[config.mk]
export PLATFORM = sky130hd
export DESIGN_NAME = barker_stream_gen
export DESIGN_NICKNAME = d
export VERILOG_FILES = /design/src/rtl/barker_pkg.sv /design/src/rtl/barker_lfsr16.sv /design/src/rtl/barker_stream_gen.sv
export SDC_FILE = /design/constraint.sdc
export NUM_CORES = 1
export LEC_CHECK = 0
export ABC_AREA = 1
export CAP_MARGIN = 40
export CORE_ASPECT_RATIO = 1.4
export CORE_MARGIN = 2
export CORE_UTILIZATION = 59
export CTS_BUF_LIST = sky130_fd_sc_hd__clkbuf_4
export CTS_CLUSTER_DIAMETER = 100
export DETAILED_ROUTE_END_ITERATION = 10
export PLACE_DENSITY_LB_ADDON = 0.2
export SLEW_MARGIN = 10
export SYNTH_ARGS = -nofsm -noshare
export SYNTH_HDL_FRONTEND = slang
export SYNTH_HIERARCHICAL = 1
export SYNTH_SLANG_ARGS = --single-unit
[constraint.sdc]
create_clock -name i_clk -period 2.55 [get_ports i_clk]
set_input_delay 0.51 -clock i_clk [delete_from_list [all_inputs] [get_ports i_clk]]
set_output_delay 0.51 -clock i_clk [all_outputs]
set_load 0.01 [all_outputs]
[src/rtl/barker_pkg.sv]
// barker_pkg: shared constants, types and the LFSR step function for the
// Barker-11 stream generator.
//   BARKER_LEN  - chips per frame
//   GOLDEN_SEQ  - Barker-11 code, bit 10 is the first chip on the wire
//   LFSR_TAPS   - feedback mask for the right-shifting Fibonacci LFSR
//   fsm_t       - generator control states
package barker_pkg;

    localparam int unsigned BARKER_LEN = 11;
    localparam logic [BARKER_LEN-1:0] GOLDEN_SEQ = 11'b11100010010;

    // Taps 16,14,13,11 of the polynomial map to state bits 0,2,3,5 when
    // the register shifts right and feedback enters at bit 15.
    localparam logic [15:0] LFSR_TAPS = 16'h002D;

    typedef enum logic [1:0] {
        IDLE = 2'd0,
        LOAD = 2'd1,
        RUN  = 2'd2
    } fsm_t;

    function automatic logic [15:0] lfsr_step(input logic [15:0] s);
        logic fb;
        fb = ^(s & LFSR_TAPS);
        return {fb, s[15:1]};
    endfunction

endpackage

[src/rtl/barker_lfsr16.sv]
// barker_lfsr16: 16-bit Fibonacci LFSR used to pick golden/corrupt frames.
//   i_clk   - clock
//   i_rst   - synchronous active-high reset, loads i_seed
//   i_step  - advance one step this cycle
//   i_seed  - reset value (must be non-zero)
//   o_state - current register contents
module barker_lfsr16
    import barker_pkg::*;
(
    input  logic        i_clk,
    input  logic        i_rst,
    input  logic        i_step,
    input  logic [15:0] i_seed,
    output logic [15:0] o_state
);

    logic [15:0] r_state;

    always_ff @(posedge i_clk) begin
        if (i_rst) begin
            r_state <= i_seed;
        end else if (i_step) begin
            r_state <= lfsr_step(r_state);
        end
    end

    assign o_state = r_state;

endmodule

[src/rtl/barker_stream_gen.sv]
// barker_stream_gen: emits oversampled Barker-11 frames on a 1-bit
// AXI-Stream master. Frames are golden or LFSR-corrupted; tuser marks golden
// frames, and optional per-chip single-sample inversion is available.
//   i_clk, i_rst        - clock, synchronous active-high reset
//   i_start             - pulse, starts a run from IDLE
//   i_stop              - pulse, ends the run after the current frame
//   i_noise_en          - invert sample NOISE_IDX of every chip (latched per frame)
//   i_golden_only       - force every frame golden
//   o_m_axis_t*         - stream outputs (tdata/tvalid/tuser/tlast), i_m_axis_tready input
//   o_busy              - high while not IDLE
//   o_frame_cnt         - frames completed in the current run
module barker_stream_gen
    import barker_pkg::*;
#(
    parameter int unsigned OVERSAMPLE  = 4,
    parameter int unsigned FRAME_COUNT = 128,
    parameter int unsigned NOISE_IDX   = 1,
    parameter logic [15:0] LFSR_SEED   = 16'hACE1
) (
    input  logic        i_clk,
    input  logic        i_rst,
    input  logic        i_start,
    input  logic        i_stop,
    input  logic        i_noise_en,
    input  logic        i_golden_only,
    output logic        o_m_axis_tdata,
    output logic        o_m_axis_tvalid,
    input  logic        i_m_axis_tready,
    output logic        o_m_axis_tuser,
    output logic        o_m_axis_tlast,
    output logic        o_busy,
    output logic [15:0] o_frame_cnt
);

    localparam int unsigned SW = $clog2(OVERSAMPLE);
    localparam logic [SW-1:0] S_LAST      = SW'(OVERSAMPLE - 1);
    localparam logic [SW-1:0] S_NOISE     = SW'(NOISE_IDX);
    localparam logic [3:0]    CHIP_FIRST  = 4'(BARKER_LEN - 1);
    localparam logic [15:0]   FC          = 16'(FRAME_COUNT);
    localparam bit            COUNTED     = (FRAME_COUNT != 0);

    fsm_t r_state;
    fsm_t w_state_next;

    logic [BARKER_LEN-1:0] r_word;
    logic                  r_tuser;
    logic                  r_noise;
    logic                  r_stop_pending;
    logic [3:0]            r_chip;
    logic [SW-1:0]         r_sample;
    logic [15:0]           r_frame_cnt;

    logic                  w_run;
    logic                  w_xfer;
    logic                  w_last;
    logic                  w_last_xfer;
    logic                  w_done;
    logic [15:0]           w_lfsr;
    logic                  w_golden;
    logic [BARKER_LEN-1:0] w_word;
    logic                  w_unused_lfsr_hi;

    // The LFSR advances on the edge that enters LOAD, so during LOAD its
    // output is already the stepped value used to pick this frame.
    barker_lfsr16 u_lfsr (
        .i_clk   (i_clk),
        .i_rst   (i_rst),
        .i_step  (w_state_next == LOAD),
        .i_seed  (LFSR_SEED),
        .o_state (w_lfsr)
    );

    assign w_unused_lfsr_hi = ^w_lfsr[15:11];

    assign w_golden = i_golden_only | w_lfsr[0];
    // Forcing bit 0 of the mask to 1 guarantees a corrupt frame differs from golden.
    assign w_word   = w_golden ? GOLDEN_SEQ
                               : (GOLDEN_SEQ ^ {w_lfsr[10:1], 1'b1});

    assign w_run       = (r_state == RUN);
    assign w_xfer      = w_run & i_m_axis_tready;
    assign w_last      = (r_chip == 4'd0) && (r_sample == S_LAST);
    assign w_last_xfer = w_xfer & w_last;
    // A stop arriving with the tlast handshake still ends the run on this frame.
    assign w_done      = (COUNTED && ((r_frame_cnt + 16'd1) == FC))
                         || r_stop_pending || i_stop;

    // ---------------- state register ----------------
    always_ff @(posedge i_clk) begin
        if (i_rst) begin
            r_state <= IDLE;
        end else begin
            r_state <= w_state_next;
        end
    end

    // ---------------- next-state logic ----------------
    always_comb begin
        w_state_next = r_state;
        case (r_state)
            IDLE:    if (i_start) w_state_next = LOAD;
            LOAD:    w_state_next = RUN;
            RUN:     if (w_last_xfer) w_state_next = w_done ? IDLE : LOAD;
            default: w_state_next = IDLE;
        endcase
    end

    // ---------------- outputs ----------------
    always_comb begin
        o_m_axis_tvalid = w_run;
        o_m_axis_tdata  = w_run & (r_word[r_chip] ^ (r_noise && (r_sample == S_NOISE)));
        o_m_axis_tlast  = w_run & w_last;
        o_m_axis_tuser  = r_tuser;
        o_busy          = (r_state != IDLE);
        o_frame_cnt     = r_frame_cnt;
    end

    // ---------------- datapath ----------------
    always_ff @(posedge i_clk) begin
        if (i_rst) begin
            r_word         <= '0;
            r_tuser        <= 1'b0;
            r_noise        <= 1'b0;
            r_stop_pending <= 1'b0;
            r_chip         <= '0;
            r_sample       <= '0;
            r_frame_cnt    <= '0;
        end else begin
            if (w_state_next == IDLE) begin
                r_stop_pending <= 1'b0;
            end else if ((r_state != IDLE) && i_stop) begin
                r_stop_pending <= 1'b1;
            end

            if ((r_state == IDLE) && i_start) begin
                r_frame_cnt <= '0;
            end

            if (r_state == LOAD) begin
                r_word   <= w_word;
                r_tuser  <= w_golden;
                r_noise  <= i_noise_en;
                r_chip   <= CHIP_FIRST;
                r_sample <= '0;
            end

            if (w_xfer) begin
                if (r_sample == S_LAST) begin
                    r_sample <= '0;
                    if (r_chip != 4'd0) begin
                        r_chip <= r_chip - 4'd1;
                    end
                end else begin
                    r_sample <= r_sample + SW'(1);
                end
            end

            if (w_last_xfer) begin
                r_frame_cnt <= r_frame_cnt + 16'd1;
            end
        end
    end

endmodule

==> impl_metrics.csv <==
group,metric,value,unit
timing,timing.final.hold_violations,0,
grt,gr-total-overflow,0,
synth,synth_area,2840,µm²
timing,finalWorstSetupSlack,0.184,ns
cts,cts.sinks,54,
timing,max_freq,0.423,GHz
power,pwr-share-comb,0.114,
final_layout,diodes,0,
placed_design,gp_congestion,0.889,
timing,timing.final.crit_share,0.928,
power,seq_power_share,0.637,
flow_run,drv_cap,0,
hold_path,min_path_cells,1,
power,netSwitchingFraction,0.264,
power,ir_drop,0.000374,V
timing,setup_violations,0,
routing,routed_wl,5990,µm
cts,worst_skew_pair.late_latency,0.38,ns
die,chipHeight,86.0,µm
routing,wire_per_inst,11.8,µm
run_status,outcome,"finished clean",
cts,clock_path_buffers,2,
power,p_sw,0.402,mW
timing,min_period,2.37,ns
routing,num_vias,2618,
die,ios,28,
placed_design,dpl_cell_area,3220,µm²
die,die_area,5380,µm²
setup_path,worst-path-buf-inv,2,
synth,synthTopCellsByArea,"dfxtp_1 27%, nand2_1 19%, edfxtp_1 17%",
timing,finClkSkew,0.0178,ns
final_layout,final_cell_area,3300,µm²
final_layout,stdcell_count,507,
setup_path,rr_worst_depth,14,
die,fp-row-count,29,
setup_path,reg2reg_slack,0.22,ns
synth,synth-edff-count,16,
die,coreArea,4570,µm²
grt,grt_pass1_wl,10100,µm
setup_path,cp_top_family,"buffers and inverters",
power,power.internal,1.12,mW
placed_design,dp_slack,0.143,ns
placed_design,portBuffers,27,
grt,antenna_found_initial,0,
hold_path,min_to,"r_word[10]",
hold_path,hp-start,"u_lfsr/o_state[10]",
die,dieWidth,62.6,µm
final_layout,nets,456,
setup_path,critPathKind,"reg2out",
setup_path,start_kind,"flop",
setup_path,cpPeakStageDelay,0.56,ns
final_layout,drive_gt1_frac,0.0809,
setup_path,cp_max_fo,8,
timing,maxSlewViolCount,0,
timing,rsz0062_at_grt,"false",
placed_design,place_hpwl,4350,µm
setup_path,cp-end-kind,"output port",
final_layout,areaGrowthSynthToFinish,16.3,%
routing,vias_per_cell,5.16,
setup_path,critPathSlowestCell,"clkdlybuf4s50_1",
routing,firstDrtPassIters,4,
synth,yosysWarnings,6,
synth,yosysMostFrequentCell,"nand2_1",
synth,synthCells,399,
setup_path,critPathLaunch,"r_chip[0]",
power,power,1.52,mW
cts,root_buffer,"clkbuf_4",
grt,first_global_vias,2373,
routing,drt_iter0_drc,149,
final_layout,fin_util,0.721,
setup_path,cp.required,2.04,ns
synth,synth_top_area_share,0.268,
synth,synthDistinctLibCells,36,
power,pwr_density_cell,462,nW/µm²
synth,yosysTopAreaCell,"dfxtp_1",
hold_path,hp-class,"reg2reg",
routing,ant_nets,0,
synth,postSynthAreaPerCell,7.11,µm²
synth,yosys_register_bits,54,
synth,synthTopCellsByCount,"143 x nand2_1, 40 x inv_1, 38 x dfxtp_1",
synth,synth_ff_type,"dfxtp_1",
die,start_util,0.620,
setup_path,r2r_end,"u_lfsr/o_state[14]",
cts,cts_tree,"yes",
cts,htreeDepth,2,
power,p_leak,1.33,nW
placed_design,dp_cells,498,
timing,tns,0,ns
routing,drc,0,
setup_path,arrival,1.86,ns
timing,hold_ws,0.476,ns
setup_path,rr_startpoint,"o_frame_cnt[0]",
power,p_clk_frac,0.250,
synth,ys_async_sr_fraction,0,
cts,cts_made_buffers,5,
synth,yosysSeqAreaShare,0.438,
grt,grt_max_degree,36,
setup_path,cp_cell_sequence,"inv_4 -> ha_1 -> nand3_1 -> nor3_2 -> clkdlybuf4s50_1",
grt,grt_usage,0.230,
cts,ctsHoldBuffers,0,
cts,cts.clk_slew.worst_paths,0.15,ns
[how the worst max path moves through the flow]
stage / to / slack [ns] / depth (start not counted)
2_1_floorplan: u_lfsr/o_state[0] / 0.30 / 13
3_3_place_gp: o_m_axis_tdata / 0.19 / 9
3_5_place_dp: o_m_axis_tdata / 0.14 / 9
4_1_cts: o_m_axis_tdata / 0.13 / 10
5_1_grt: u_lfsr/o_state[14] / 0.03 / 14
6_report: o_m_axis_tlast / 0.18 / 5
[routing by layer]
metal  vias up  global-route usage  share of wire
met5         -                   0              0
met4         0              0.0667          0.011
met3         8              0.0354          0.031
met2        55               0.439           0.53
met1      1190               0.264           0.43
li1       1365                   -              -
[sequential cells by signal (all words and copies together), names as in the netlist]
signal	count
r_state	2
r_chip	4
o_frame_cnt	16
u_lfsr/o_state	16
r_noise	1
o_m_axis_tuser	1
r_sample	2
r_stop_pending	1
r_word	11
[layout by cell type (no fill, tap or decap), types with 3 or more instances in the layout]
cell,n
clkbuf_4,6
o21ai_0,13
a211oi_1,5
a221oi_1,3
nand4_1,8
inv_1,40
conb_1,16
a21oi_1,33
buf_4,8
dfxtp_1,36
nor2_1,29
edfxtp_1,16
nand2_2,3
nand3_1,19
clkdlybuf4s50_1,26
nor3_1,3
ha_1,5
nor2_2,7
nand2_1,143
[power by group through the flow]
stage	Clock, mW	Sequential, mW	Combinational, mW
floorplan	0	0.980	0.124
global placement	0	0.986	0.166
detailed placement	0	0.988	0.171
CTS	0.386	0.968	0.171
global route	0.417	0.975	0.199
finish	0.380	0.968	0.173
[timing repair]
item	CTS	global route
buffers inserted	0	1
gates cloned	0	0
resized for setup	4	5
setup endpoints to repair	1	2
[layout make-up]
cell class / instances / area, µm²
clock inverter: 2 / 10.0
fill: 414 / 1270
tap: 62 / 77.6
multi-input combinational: 305 / 1430
inverter: 43 / 164
sequential: 54 / 1250
clock buffer: 6 / 45.0
timing repair buffer: 35 / 329
[cell families (layout without fill, tap and decap cells)]
group / count (synthesis) / count (layout) / synth area share
other: 2 / 16 / 0.00265
AOI/OAI and AO/OA: 64 / 64 / 0.128
DFF: 54 / 54 / 0.438
buffers and inverters: 54 / 86 / 0.0812
adders and majority gates: 5 / 5 / 0.0221
and+or+nand+nor: 218 / 218 / 0.323
xor gates and xnor gates: 2 / 2 / 0.00618
(Power assumes the default switching activity.)
